--- src/rtl/vga_timing_pkg.sv ---
// Shared raster timing constants and coordinate types for the VGA timing
// generator and the board renderer.
package vga_timing_pkg;

  localparam int CNT_W = 10;
  typedef logic [CNT_W-1:0] coord_t;

  // 640x480 @ ~59.5 Hz from a 100 MHz system clock
  localparam int DEF_CLK_DIV     = 4;
  localparam int DEF_H_TOTAL     = 800;
  localparam int DEF_H_SYNC      = 96;
  localparam int DEF_H_VIS_START = 144;
  localparam int DEF_H_VIS       = 640;
  localparam int DEF_V_TOTAL     = 525;
  localparam int DEF_V_SYNC      = 2;
  localparam int DEF_V_VIS_START = 35;
  localparam int DEF_V_VIS       = 480;

  // Board grid origins in raw hCount/vCount space, so the renderer and the
  // timing generator agree on where pixel (0,0) of the board sits.
  localparam int BLOCK_SIZE = 32;
  localparam int BOARD_X0   = DEF_H_VIS_START;
  localparam int BOARD_Y0   = DEF_V_VIS_START;

  // Inclusive unsigned window test on raster coordinates.
  function automatic logic in_window(coord_t c, coord_t lo, coord_t hi);
    return (c >= lo) && (c <= hi);
  endfunction

endpackage

--- src/rtl/pixel_enable_gen.sv ---
// Divides the system clock into a one-cycle pixel enable every CLK_DIV clocks.
module pixel_enable_gen #(
  parameter int CLK_DIV = 4
) (
  input  logic clk,
  input  logic reset,
  output logic pix_en
);

  localparam int W = $clog2(CLK_DIV);
  localparam logic [W-1:0] LAST = W'(CLK_DIV - 1);

  logic [W-1:0] cnt_q, cnt_d;
  logic         pix_en_q, pix_en_d;

  // Next divider value; pix_en is high in the cycle the divider sits at LAST
  always_comb begin
    cnt_d    = (cnt_q == LAST) ? '0 : cnt_q + 1'b1;
    pix_en_d = (cnt_d == LAST);
  end

  // Divider and registered enable
  always_ff @(posedge clk) begin
    if (reset) begin
      cnt_q    <= '0;
      pix_en_q <= 1'b0;
    end else begin
      cnt_q    <= cnt_d;
      pix_en_q <= pix_en_d;
    end
  end

  assign pix_en = pix_en_q;

endmodule

--- src/rtl/vga_timing_gen.sv ---
// VGA raster timing: pixel counters, sync/bright decode and frame-level ticks.
// Decode is taken from next-state counter values so every registered output
// lines up with hCount/vCount in the same cycle.
module vga_timing_gen
  import vga_timing_pkg::*;
#(
  parameter int CLK_DIV     = DEF_CLK_DIV,
  parameter int H_TOTAL     = DEF_H_TOTAL,
  parameter int H_SYNC      = DEF_H_SYNC,
  parameter int H_VIS_START = DEF_H_VIS_START,
  parameter int H_VIS       = DEF_H_VIS,
  parameter int V_TOTAL     = DEF_V_TOTAL,
  parameter int V_SYNC      = DEF_V_SYNC,
  parameter int V_VIS_START = DEF_V_VIS_START,
  parameter int V_VIS       = DEF_V_VIS
) (
  input  logic       clk,
  input  logic       reset,
  output logic       pix_en,
  output logic [9:0] hCount,
  output logic [9:0] vCount,
  output logic       hSync,
  output logic       vSync,
  output logic       bright,
  output logic       frame_start,
  output logic       vblank_tick
);

  if (CLK_DIV < 2) begin : g_bad_div
    $error("vga_timing_gen: CLK_DIV must be >= 2");
  end
  if (H_TOTAL > 1024 || V_TOTAL > 1024) begin : g_bad_total
    $error("vga_timing_gen: H_TOTAL/V_TOTAL must fit 10 bits");
  end
  if (H_VIS_START + H_VIS > H_TOTAL) begin : g_bad_hvis
    $error("vga_timing_gen: horizontal visible window exceeds H_TOTAL");
  end
  if (V_VIS_START + V_VIS > V_TOTAL) begin : g_bad_vvis
    $error("vga_timing_gen: vertical visible window exceeds V_TOTAL");
  end

  localparam coord_t H_LAST   = coord_t'(H_TOTAL - 1);
  localparam coord_t V_LAST   = coord_t'(V_TOTAL - 1);
  localparam coord_t H_SYNC_W = coord_t'(H_SYNC);
  localparam coord_t V_SYNC_W = coord_t'(V_SYNC);
  localparam coord_t H_VIS_LO = coord_t'(H_VIS_START);
  localparam coord_t H_VIS_HI = coord_t'(H_VIS_START + H_VIS - 1);
  localparam coord_t V_VIS_LO = coord_t'(V_VIS_START);
  localparam coord_t V_VIS_HI = coord_t'(V_VIS_START + V_VIS - 1);
  // First blanking line; absent when the visible window runs to V_TOTAL
  localparam coord_t VB_LINE  = coord_t'(V_VIS_START + V_VIS);
  localparam bit     VB_EN    = (V_VIS_START + V_VIS) < V_TOTAL;

  logic   pix_en_w;
  logic   line_wrap;
  coord_t h_count_q, h_count_d;
  coord_t v_count_q, v_count_d;
  logic   hsync_q, hsync_d;
  logic   vsync_q, vsync_d;
  logic   bright_q, bright_d;
  logic   frame_start_q, frame_start_d;
  logic   vblank_tick_q, vblank_tick_d;

  pixel_enable_gen #(.CLK_DIV(CLK_DIV)) u_pix_en (
    .clk    (clk),
    .reset  (reset),
    .pix_en (pix_en_w)
  );

  // Next counter position, decode of that position, and wrap ticks
  always_comb begin
    h_count_d = h_count_q;
    v_count_d = v_count_q;
    line_wrap = pix_en_w && (h_count_q == H_LAST);
    if (pix_en_w) begin
      if (line_wrap) begin
        h_count_d = '0;
        v_count_d = (v_count_q == V_LAST) ? '0 : v_count_q + 1'b1;
      end else begin
        h_count_d = h_count_q + 1'b1;
      end
    end
    hsync_d       = !(h_count_d < H_SYNC_W);
    vsync_d       = !(v_count_d < V_SYNC_W);
    bright_d      = in_window(h_count_d, H_VIS_LO, H_VIS_HI) &&
                    in_window(v_count_d, V_VIS_LO, V_VIS_HI);
    frame_start_d = line_wrap && (v_count_q == V_LAST);
    vblank_tick_d = line_wrap && VB_EN && (v_count_d == VB_LINE);
  end

  // Raster state; reset parks at (0,0) with syncs deasserted and no ticks
  always_ff @(posedge clk) begin
    if (reset) begin
      h_count_q     <= '0;
      v_count_q     <= '0;
      hsync_q       <= 1'b1;
      vsync_q       <= 1'b1;
      bright_q      <= 1'b0;
      frame_start_q <= 1'b0;
      vblank_tick_q <= 1'b0;
    end else begin
      h_count_q     <= h_count_d;
      v_count_q     <= v_count_d;
      hsync_q       <= hsync_d;
      vsync_q       <= vsync_d;
      bright_q      <= bright_d;
      frame_start_q <= frame_start_d;
      vblank_tick_q <= vblank_tick_d;
    end
  end

  assign pix_en      = pix_en_w;
  assign hCount      = h_count_q;
  assign vCount      = v_count_q;
  assign hSync       = hsync_q;
  assign vSync       = vsync_q;
  assign bright      = bright_q;
  assign frame_start = frame_start_q;
  assign vblank_tick = vblank_tick_q;

endmodule

--- config.mk ---
export PLATFORM = sky130hd
export DESIGN_NAME = vga_timing_gen
export DESIGN_NICKNAME = d
export VERILOG_FILES = /design/src/rtl/vga_timing_pkg.sv /design/src/rtl/pixel_enable_gen.sv /design/src/rtl/vga_timing_gen.sv
export SDC_FILE = /design/constraint.sdc
export NUM_CORES = 1
export LEC_CHECK = 0
export CORE_ASPECT_RATIO = 0.75
export CORE_MARGIN = 2
export CORE_UTILIZATION = 44
export DETAILED_ROUTE_END_ITERATION = 10
export HOLD_SLACK_MARGIN = 0.05
export PLACE_DENSITY = 0.72
export SYNTH_ARGS = -nofsm -noshare
export SYNTH_HDL_FRONTEND = slang
export SYNTH_SLANG_ARGS = --single-unit
--- constraint.sdc ---
create_clock -name clk -period 2.1 [get_ports clk]
set_input_delay 0.63 -clock clk [delete_from_list [all_inputs] [get_ports clk]]
set_output_delay 0.63 -clock clk [all_outputs]
set_load 0.02 [all_outputs]
==> results.cfg <==
[timing]
fin_crit_sh = 0.982
fin_ws_ns = 0.0376
slew_headroom = 0.680
setup_violations = 0
worstMarginPinSlew_ns = 0.476
fmax_ghz = 0.485
rsz0062_at_grt = true
hold_slack_ns = 0.473
layout_min_cycle_time_ns = 2.06
final_max_slew_viol_count = 0
hold_viol_final = 0
clock_skew_ns = 0.00387
finalSetupTns_ns = 0

[final_layout]
layoutNonFillerInstCount = 272
finish.utilization = 0.647
nets = 241
drive_gt1_frac = 0.267
area.growth.synth_to_final_pct = 40.7
mostFrequentLayoutCells = buf_4 (30), nor2_1 (26), clkdlybuf4s50_1 (25)
final_common_cell = buf_4
antennaDiodeCount = 0

[critical_path]
cp-end-kind = flip-flop
path_max_fanout = 3
cp.required_ns = 2.27
worstSetupPathType = reg -> reg
arrival_ns = 2.23
critPathLaunchType = flip-flop

[synthesis]
synth-seq-cells = 28
synth_edf_count = 0
synth_area_leaders = dfxtp_1 (37%), nor2_1 (6.5%), ha_1 (4.1%)
synth_top_cell_by_area = dfxtp_1
yosys_warnings = 0
netlist_area_um2 = 1510
synth_fp_nets = 191
synth_cells = 184
synth_top_area_frac = 0.371
ys_seq_area_frac = 0.371
async_flop_share = 0
synth_ff_type = dfxtp_1
synth_area_per_cell_um2 = 8.22
synth_cell_types = 54

[grt]
grt_pass1_wl_um = 6550
track_usage = 0.220
grt_antenna_before_repair = 0
grt_overflow_total = 0
grt_start_max_net_pins = 15
grt_pass1_vias = 1380

[cts]
cts_tree = yes
postCtsHoldBufs = 0
clock-sinks = 28
cts.clk_slew.worst_paths_ns = 0.09
root_buffer = clkbuf_8
clkLatencyLatePin_ns = 0.28
numCtsBuffers = 3
htreeDepth = 1
clk_path_buf_depth = 2

[power]
vdd_drop_max_mv = 0.335
pwr_density_cell_nw_per_um2 = 416
power_leakage_uw = 0.000823

[placement]
dp.cells = 268
gp_congestion = 0.949
dp_slack_ns = 0.0113
port_buffers = 27
hpwlAfterDp_um = 3100

[die]
core-area_um2 = 3290
dieArea_um2 = 3930
initial_core_util = 0.460
row_count = 18
die_y_um = 54.8
io_pins = 28
die_x_um = 71.7

[route]
vias = 1551
drt_pre_antenna_iters = 4
vias_per_cell = 5.70
routed_wl_um = 4140
drtAntennaViolNets = 0
routedWlPerCell_um = 15.2
drc = 0
dr.first_iter.drc_count = 118

[status]
status = completed

[run]
maxCapViolCount = 0

[min_path]
hold_path_class = reg -> reg
## worst max-delay path, cell delays in order (launching register included)
cell	delay, ns
dfxtp_2	0.33
inv_1	0.07
ha_1	0.15
nand4_1	0.11
or4_4	0.51
a2111oi_2	0.30
o31a_1	0.24
nand2_2	0.07
nand4b_1	0.16
## logic make-up after synthesis
kind of cell | count (synthesis) | share of synthesized area
multiplexers | 2 | 0.0141
buffers and inverters | 20 | 0.0596
flip-flops | 28 | 0.371
AO/OA/AOI/OAI | 33 | 0.156
AND/OR/NAND/NOR | 86 | 0.300
adder cells (fa/ha/maj) | 5 | 0.0414
XOR/XNOR | 10 | 0.0579
## what timing repair did
action                                  CTS  global route
setup buffers                             0             1
resized for setup                         0            14
pin swaps                                 1             3
endpoints found under the setup margin    1             9
## power breakdown
group          internal (µW)  switching [µW]  leakage, µW
Sequential               538            7.39     0.000233
Clock                    129             164    0.0000216
Combinational           22.5            24.9     0.000569
Total                    689             196     0.000823
## cell usage after synthesis, drive strengths merged, types with 2 or more instances
master and n:
nor2 26, nor4 2, nand4 7, or4b 2, nor3 11, clkbuf 7, xor2 6, o21ai 3
o31ai 2, buf 5, a21oi 8, nand2 11, ha 5, xnor2 4, or4 3, a211oi 3
dfxtp 28, inv 8, and2 2, a31o 2, nand3 11, and4 2, and3 2
## flip-flops by register name, indices dropped and copies added, names as in the netlist
register,cells
bright,1
hSync,1
vblank_tick,1
hCount,10
vCount,10
u_pix_en.cnt_q,2
vSync,1
frame_start,1
u_pix_en.pix_en,1
## layer usage
metal / vias up / share of wire / track usage
met2: 55 / 0.44 / 0.341
met1: 729 / 0.48 / 0.308
met3: 7 / 0.063 / 0.0424
li1: 760 / - / -
met5: - / 0 / 0
met4: 0 / 0.013 / 0.0755
## stage by stage
stage	power [µW]	cell area, µm²
final	886	2130
after global routing	920	2130
after CTS	893	2070
after detailed placement	606	2030
after global placement	603	2030
after floorplan	583	1560
## layout make-up
class	count	area, µm²
fill	290	1160
clock buffer	3	41.3
timing repair buffer	57	500
inverter	8	30.0
sequential	28	579
tap	40	50.0
multi-input combinational	136	927
## worst paths after layout
path | start | to | slack [ns] | cells after the start
hold reg to reg | u_pix_en.cnt_q[0]$_SDFF_PP0_ | u_pix_en.cnt_q[0]$_SDFF_PP0_ | 0.47 | 1
hold / removal | u_pix_en.cnt_q[0]$_SDFF_PP0_ | u_pix_en.cnt_q[0]$_SDFF_PP0_ | 0.47 | 1
setup / recovery | vCount[0]$_SDFF_PP0_ | vSync$_SDFF_PP1_ | 0.04 | 8
setup reg to reg | vCount[0]$_SDFF_PP0_ | vSync$_SDFF_PP1_ | 0.04 | 8
(Power assumes the default switching activity.)
